File: src/rtl/fetch_queue_pkg.sv
// Shared definitions for the fetch queue and the stages around it.
package fetch_queue_pkg;

  localparam int          SCC_WORD_W  = 32;
  localparam logic [31:0] SCC_NOP     = 32'h0000_0000;
  // PC advance per sequential fetch; the IF stage uses the same step.
  localparam int          SCC_PC_STEP = 4;

  // Occupancy action taken at a clock edge.
  typedef enum logic [1:0] {
    CNT_HOLD = 2'd0,
    CNT_INC  = 2'd1,
    CNT_DEC  = 2'd2
  } cnt_op_e;

  function automatic cnt_op_e cnt_op(input logic push, input logic pop);
    cnt_op = CNT_HOLD;
    if (push && !pop) cnt_op = CNT_INC;
    if (pop && !push) cnt_op = CNT_DEC;
  endfunction

endpackage

File: src/rtl/fq_storage.sv
// Register array for the fetch queue: one write port, one asynchronous read port.
module fq_storage #(
  parameter int DEPTH  = 4,
  parameter int WIDTH  = 64,
  localparam int ADDR_W = $clog2(DEPTH)
) (
  input  logic              clk,
  input  logic              i_we,
  input  logic [ADDR_W-1:0] i_waddr,
  input  logic [WIDTH-1:0]  i_wdata,
  input  logic [ADDR_W-1:0] i_raddr,
  output logic [WIDTH-1:0]  o_rdata
);

  logic [WIDTH-1:0] r_mem [DEPTH];

  // Write the addressed entry; contents are never cleared.
  always_ff @(posedge clk) begin
    if (i_we) r_mem[i_waddr] <= i_wdata;
  end

  assign o_rdata = r_mem[i_raddr];

endmodule

File: src/rtl/fetch_queue.sv
// IF-to-ID instruction buffer: FIFO of {pc, instruction} pairs with
// first-word fall-through, stall on full, flush on taken branch and a
// sticky overflow flag.
module fetch_queue
  import fetch_queue_pkg::*;
#(
  parameter int  DEPTH  = 4,
  parameter int  WORD_W = SCC_WORD_W,
  localparam int CNT_W  = $clog2(DEPTH + 1)
) (
  input  logic              clk,
  input  logic              reset,
  input  logic              flush,
  input  logic              fetch_valid,
  input  logic [WORD_W-1:0] fetch_pc,
  input  logic [WORD_W-1:0] fetch_instruction,
  output logic              fetch_stall,
  input  logic              id_ready,
  output logic              id_valid,
  output logic [WORD_W-1:0] id_pc,
  output logic [WORD_W-1:0] id_instruction,
  output logic [CNT_W-1:0]  count,
  output logic              overflow_err
);

  localparam int PTR_W = $clog2(DEPTH);

  logic [PTR_W-1:0]    r_rd_ptr;
  logic [PTR_W-1:0]    r_wr_ptr;
  logic [CNT_W-1:0]    r_count;
  logic                r_overflow;

  logic                w_full;
  logic                w_empty;
  logic                w_push;
  logic                w_pop;
  logic [2*WORD_W-1:0] w_rdata;

  // Full/empty come from the registered count only, so stall has no
  // combinational dependence on id_ready.
  assign w_full  = (r_count == CNT_W'(DEPTH));
  assign w_empty = (r_count == '0);
  assign w_push  = fetch_valid && !w_full && !flush;
  assign w_pop   = !w_empty && id_ready && !flush;

  fq_storage #(
    .DEPTH (DEPTH),
    .WIDTH (2 * WORD_W)
  ) u_storage (
    .clk     (clk),
    .i_we    (w_push),
    .i_waddr (r_wr_ptr),
    .i_wdata ({fetch_pc, fetch_instruction}),
    .i_raddr (r_rd_ptr),
    .o_rdata (w_rdata)
  );

  // Pointer, occupancy and sticky-error state; reset dominates flush.
  always_ff @(posedge clk) begin
    if (reset) begin
      r_rd_ptr   <= '0;
      r_wr_ptr   <= '0;
      r_count    <= '0;
      r_overflow <= 1'b0;
    end else if (flush) begin
      r_rd_ptr <= '0;
      r_wr_ptr <= '0;
      r_count  <= '0;
    end else begin
      if (w_push) r_wr_ptr <= r_wr_ptr + PTR_W'(1);
      if (w_pop)  r_rd_ptr <= r_rd_ptr + PTR_W'(1);
      unique case (cnt_op(w_push, w_pop))
        CNT_INC: r_count <= r_count + CNT_W'(1);
        CNT_DEC: r_count <= r_count - CNT_W'(1);
        default: r_count <= r_count;
      endcase
      if (fetch_valid && w_full) r_overflow <= 1'b1;
    end
  end

  assign fetch_stall    = w_full;
  assign id_valid       = !w_empty;
  assign id_pc          = w_empty ? WORD_W'(SCC_NOP) : w_rdata[2*WORD_W-1:WORD_W];
  assign id_instruction = w_empty ? WORD_W'(SCC_NOP) : w_rdata[WORD_W-1:0];
  assign count          = r_count;
  assign overflow_err   = r_overflow;

endmodule

File: config.mk
export PLATFORM = sky130hd
export DESIGN_NAME = fetch_queue
export DESIGN_NICKNAME = d
export VERILOG_FILES = /design/src/rtl/fetch_queue_pkg.sv /design/src/rtl/fq_storage.sv /design/src/rtl/fetch_queue.sv
export SDC_FILE = /design/constraint.sdc
export NUM_CORES = 1
export LEC_CHECK = 0
export ABC_AREA = 1
export CORE_AREA = 2 2 202 204
export CTS_BUF_LIST = sky130_fd_sc_hd__clkbuf_8
export DETAILED_ROUTE_END_ITERATION = 7
export DIE_AREA = 0 0 204 206
export MAX_ROUTING_LAYER = met4
export SYNTH_ARGS = -nofsm -noshare
export SYNTH_HDL_FRONTEND = slang
export SYNTH_HIERARCHICAL = 1
export SYNTH_SLANG_ARGS = --single-unit
File: constraint.sdc
create_clock -name clk -period 17 [get_ports clk]
set_clock_uncertainty 0.05 [all_clocks]
set_input_delay 2.55 -clock clk [delete_from_list [all_inputs] [get_ports clk]]
set_output_delay 2.55 -clock clk [all_outputs]
set_load 0.005 [all_outputs]
# == Word-level counts from Yosys, hierarchy flattened ==
# Memories as Yosys holds them, arrays and structs flattened. A register that Yosys moved wholly into a read port is not among the register bits.
# Index checks and enable logic that the tools add are counted.
# totals
ramBits,256
latchBits,0
input_bits,69
memories,1
romBits,0
regBits,8
word_cells,40
output_inout_bits,70
# op_classes
magnitude_cmp,0
n_eq_ne,3
n_shift,0
muxes,11
multipliers,0
div_mod_pow,0
addsub,4
reduce_logical,16
bitwise_logic,1
# memory_table
memory,depth,width,read_ports,rd_clocked_by_memory_dff,write_ports,line,rtl
u_storage.r_mem,4,64,1,1,1,fq_storage.sv:15,logic [WIDTH-1:0] r_mem [DEPTH];
# op_table
operator,count
$mux W32,2
$mux W2,5
$logic_and A1 B1 Y1,7
$pmux W3 S2,1
$logic_not A1 Y1,5
$add A2 B1 Y2 const B,2
$add A3 B1 Y3 const B,1
$eq A3 B3 Y1 const B,1
$logic_not A3 Y1,1
$mux W1,3
$sub A3 B1 Y3 const B,1
$eq A2 B1 Y1 const B,1
$eq A2 B2 Y1 const B,1
$reduce_and A2 Y1,1
$reduce_bool A2 Y1,1
$reduce_or A2 Y1,1
$not A1 Y1,1

# == Longest topological paths before layout ==
# logic_depth
depth_word,12
mapped_depth,13
ltp_nobuf,13

# == Modules after synthesis ==
# Netlist, hierarchy kept.
# modules_own_cells
module,seq_area_each_um2,n_inst,area_per_inst_um2,cells_each
fq_storage,7687.4,1,10761.6,1010
fetch_queue,160.2,1,1017.2,200

# == Worst setup path after synthesis ==
# Ideal clock, no wire load.
# synth_path
path_type,in2reg
startpoint,in fetch_valid
endpoint,mem u_storage.r_mem[0][0] (enable)
arrival_time_ns,7.298
path_buffers,0
path_slack_ns,9.087
t_required_ns,16.385
stages,6
setup_ns,0.565
cell_sequence,inv_1 -> nor2_1 -> nand2_2 -> inv_1 -> inv_1 -> nor3_1
# synth_between
elab_chain_len,4
# synth_rtl
element,line,rtl
from (decl),fetch_queue.sv:14,"input logic fetch_valid,"
$logic_and A1 B1 Y1 (2 in a row),fetch_queue.sv:43,assign w_push = fetch_valid && !w_full && !flush;
net w_push,fetch_queue.sv:35,logic w_push;
$mux W1,fq_storage.sv:19,if (i_we) r_mem[i_waddr] <= i_wdata;
$mux W1 (not written as such),fq_storage.sv:19,
to (decl),fq_storage.sv:15,
# The timed path passes the listed nets, and every way through them passes these cells.

==> flow_summary.toml <==
[clock_network]
cts_setup_buffers = 0
path_clk_slew_ns = 0.06
cts_repair_resize_count = 0
cts_root_buf = "clkbuf_8"
clock-sinks = 264
clock_latency_ns = 0.54
tritoncts = "yes"
htree_levels = 2
ctsLongestPathBuffers = 3
cts_buffers = 43
hold_buffers = 0

[routing]
vias_per_cell = 4.07
drc = 0
vias = 7824
final_antenna_net_count = 0
routed_wl_um = 26600
drt_iter0_drc = 378
dr.pass1.iters = 5
wl_per_cell_um = 13.8

[timing]
fin_crit_sh = 0.355
relSlewSlack = 0.268
hold_viol_final = 0
finalMaxSlewViolations = 0
tightest_slew_ns = 1.10
min_period_ns = 6.03
setup_viol = 0
fmax_ghz = 0.166
tns_ns = 0
rsz0062_at_grt = "false"

[hold_path]
hold_start = "overflow_err"
whs_endpoint = "overflow_err"
worstHoldPathCells = 2
hp-class = "reg2reg"

[synthesis]
avgSynthCellArea_um2 = 9.73
synth_area_um2 = 11800
ys_seq_area_frac = 0.666
yosysWarnings = 6
netlist_instances = 1210
ys_types = 23
ys_ff_latch = 264
syn_nets = 1281

[layout]
num-nets-final = 1426
final_area_um2 = 14400
drive_above_1_share = 0.0604
postLayoutCoreUtil = 0.358
area_growth_pct = 22.1

[pwr]
power.density_nw_per_um2 = 89.6
peakVddDrop_uv = 45.3
p_leak_nw = 6.45
power.total_w = 0.00129

[worst_setup_path]
startpoint = "r_rd_ptr[0]"
critPathKind = "reg2out"
path_max_fanout = 84
r2r_end = "u_storage/r_mem[3][28]"
arrival_ns = 3.43
cp-end-kind = "primary output"
required_ns = 14.40
r2r_cells = 7
worst_setup_path_start_kind = "flip-flop"
ff2ff_setup_slack_ns = 14.10
rr_startpoint = "count[0]"

[floorplanning]
core-area_um2 = 40200
die_x_um = 204
die_area_um2 = 42000
start_util = 0.293
ioPinCount = 139
rows = 74
die-height_um = 206

[placement]
hpwl_um = 15300
placed_area_um2 = 13600
routabilityCongestion = 0.711
io_buffer_count = 138

[grt]
overflow = 0
antenna_found_initial = 2
grt_pass1_vias = 7860
grt_pass1_wl_um = 41600
grt_start_max_net_pins = 85
grt_usage = 0.132

[flow_run]
cap_violations = 0

[outcome]
status = "complete, no violations"
cell usage in the layout, fill, tap and decap left out, drive strengths merged, types with 2 or more instances in the layout:
cell	n
inv	356
nand2	337
edfxtp	256
clkdlybuf4s50	138
nand3	132
nor2	75
clkbuf	44
clkinv	20
buf	9
dfxtp	8
a21oi	5
nor3	4
diode	2
o21ai	2
logic make-up after synthesis:
family,after synthesis,synth area share
buffers and inverters,388,0.135
and+or+nand+nor,549,0.193
AOI/OAI and AO/OA,7,0.00297
DFF,264,0.666
adders and majority gates,2,0.00276
area by class of cell:
class	count	area (um2)
diodes	2	5.00
clock buffers	44	606
clock inverters	36	151
fillers	4121	25800
inverters	341	1290
multi-input cells	558	2370
flip-flops and latches	264	7860
well taps	532	666
repair buffers	147	1450
synthesized netlist by cell type, drive strengths merged:
master / count / area [um2]
a21oi: 5 / 25.0
nor3: 4 / 20.0
nor2: 75 / 314
clkbuf: 4 / 15.0
buf: 43 / 285
ha: 1 / 12.5
o21ai: 2 / 10.0
nand2: 337 / 1280
edfxtp: 256 / 7690
dfxtp: 8 / 160
nand4: 1 / 6.26
nand3: 132 / 661
fa: 1 / 20.0
inv: 341 / 1280
flip-flops by register name, summed over array words and instances, names as in the netlist:
name,cells
u_storage/r_mem,256
count,3
r_rd_ptr,2
r_wr_ptr,2
overflow_err,1
worst max-delay path, cell delays in order (launching register included):
cell and delay (ns):
dfxtp_4 0.80, inv_4 0.39, buf_4 0.54, nand2_1 0.16, nand3_1 0.13, nand2_1 0.12
inv_1 0.04, nor2_1 0.12, clkdlybuf4s50_1 0.52
where the power goes:
part,leakage (nW),internal (W),switching (W)
Clock,0.441,0.000242,0.000239
Combinational,3.62,0.0000384,0.0000436
Sequential,2.39,0.000724,0.00000338
Total,6.45,0.00100,0.000286
metal layers:
metal	track usage	vias to the layer above	part of all wire
met5	-	-	0
met3	0.0293	43	0.053
met2	0.228	162	0.50
met1	0.153	3637	0.42
met4	0.0399	0	0.022
li1	-	3982	-
per-stage QoR:
stage | setup slack (ns) | instances | hold slack (ns)
6_report | 10.97 | 1924 | 0.423
5_1_grt | 10.60 | 1924 | 0.448
4_1_cts | 10.84 | 1922 | 0.433
3_5_place_dp | 11.36 | 1842 | 0.420
3_3_place_gp | 11.43 | 1842 | 0.425
2_1_floorplan | 9.09 | 1210 | 0.410
worst max path at each step:
stage                                   to  slack (ns)  cells after the start
floorplan            u_storage/r_mem[0][0]        9.09                      6
global placement    u_storage/r_mem[3][21]       11.43                      7
detailed placement  u_storage/r_mem[3][21]       11.36                      7
CTS                              id_pc[16]       10.84                      8
global route                     id_pc[16]       10.60                      8
finish                           id_pc[16]       10.97                      8
Note: power is estimated with default switching activity, not from simulation.
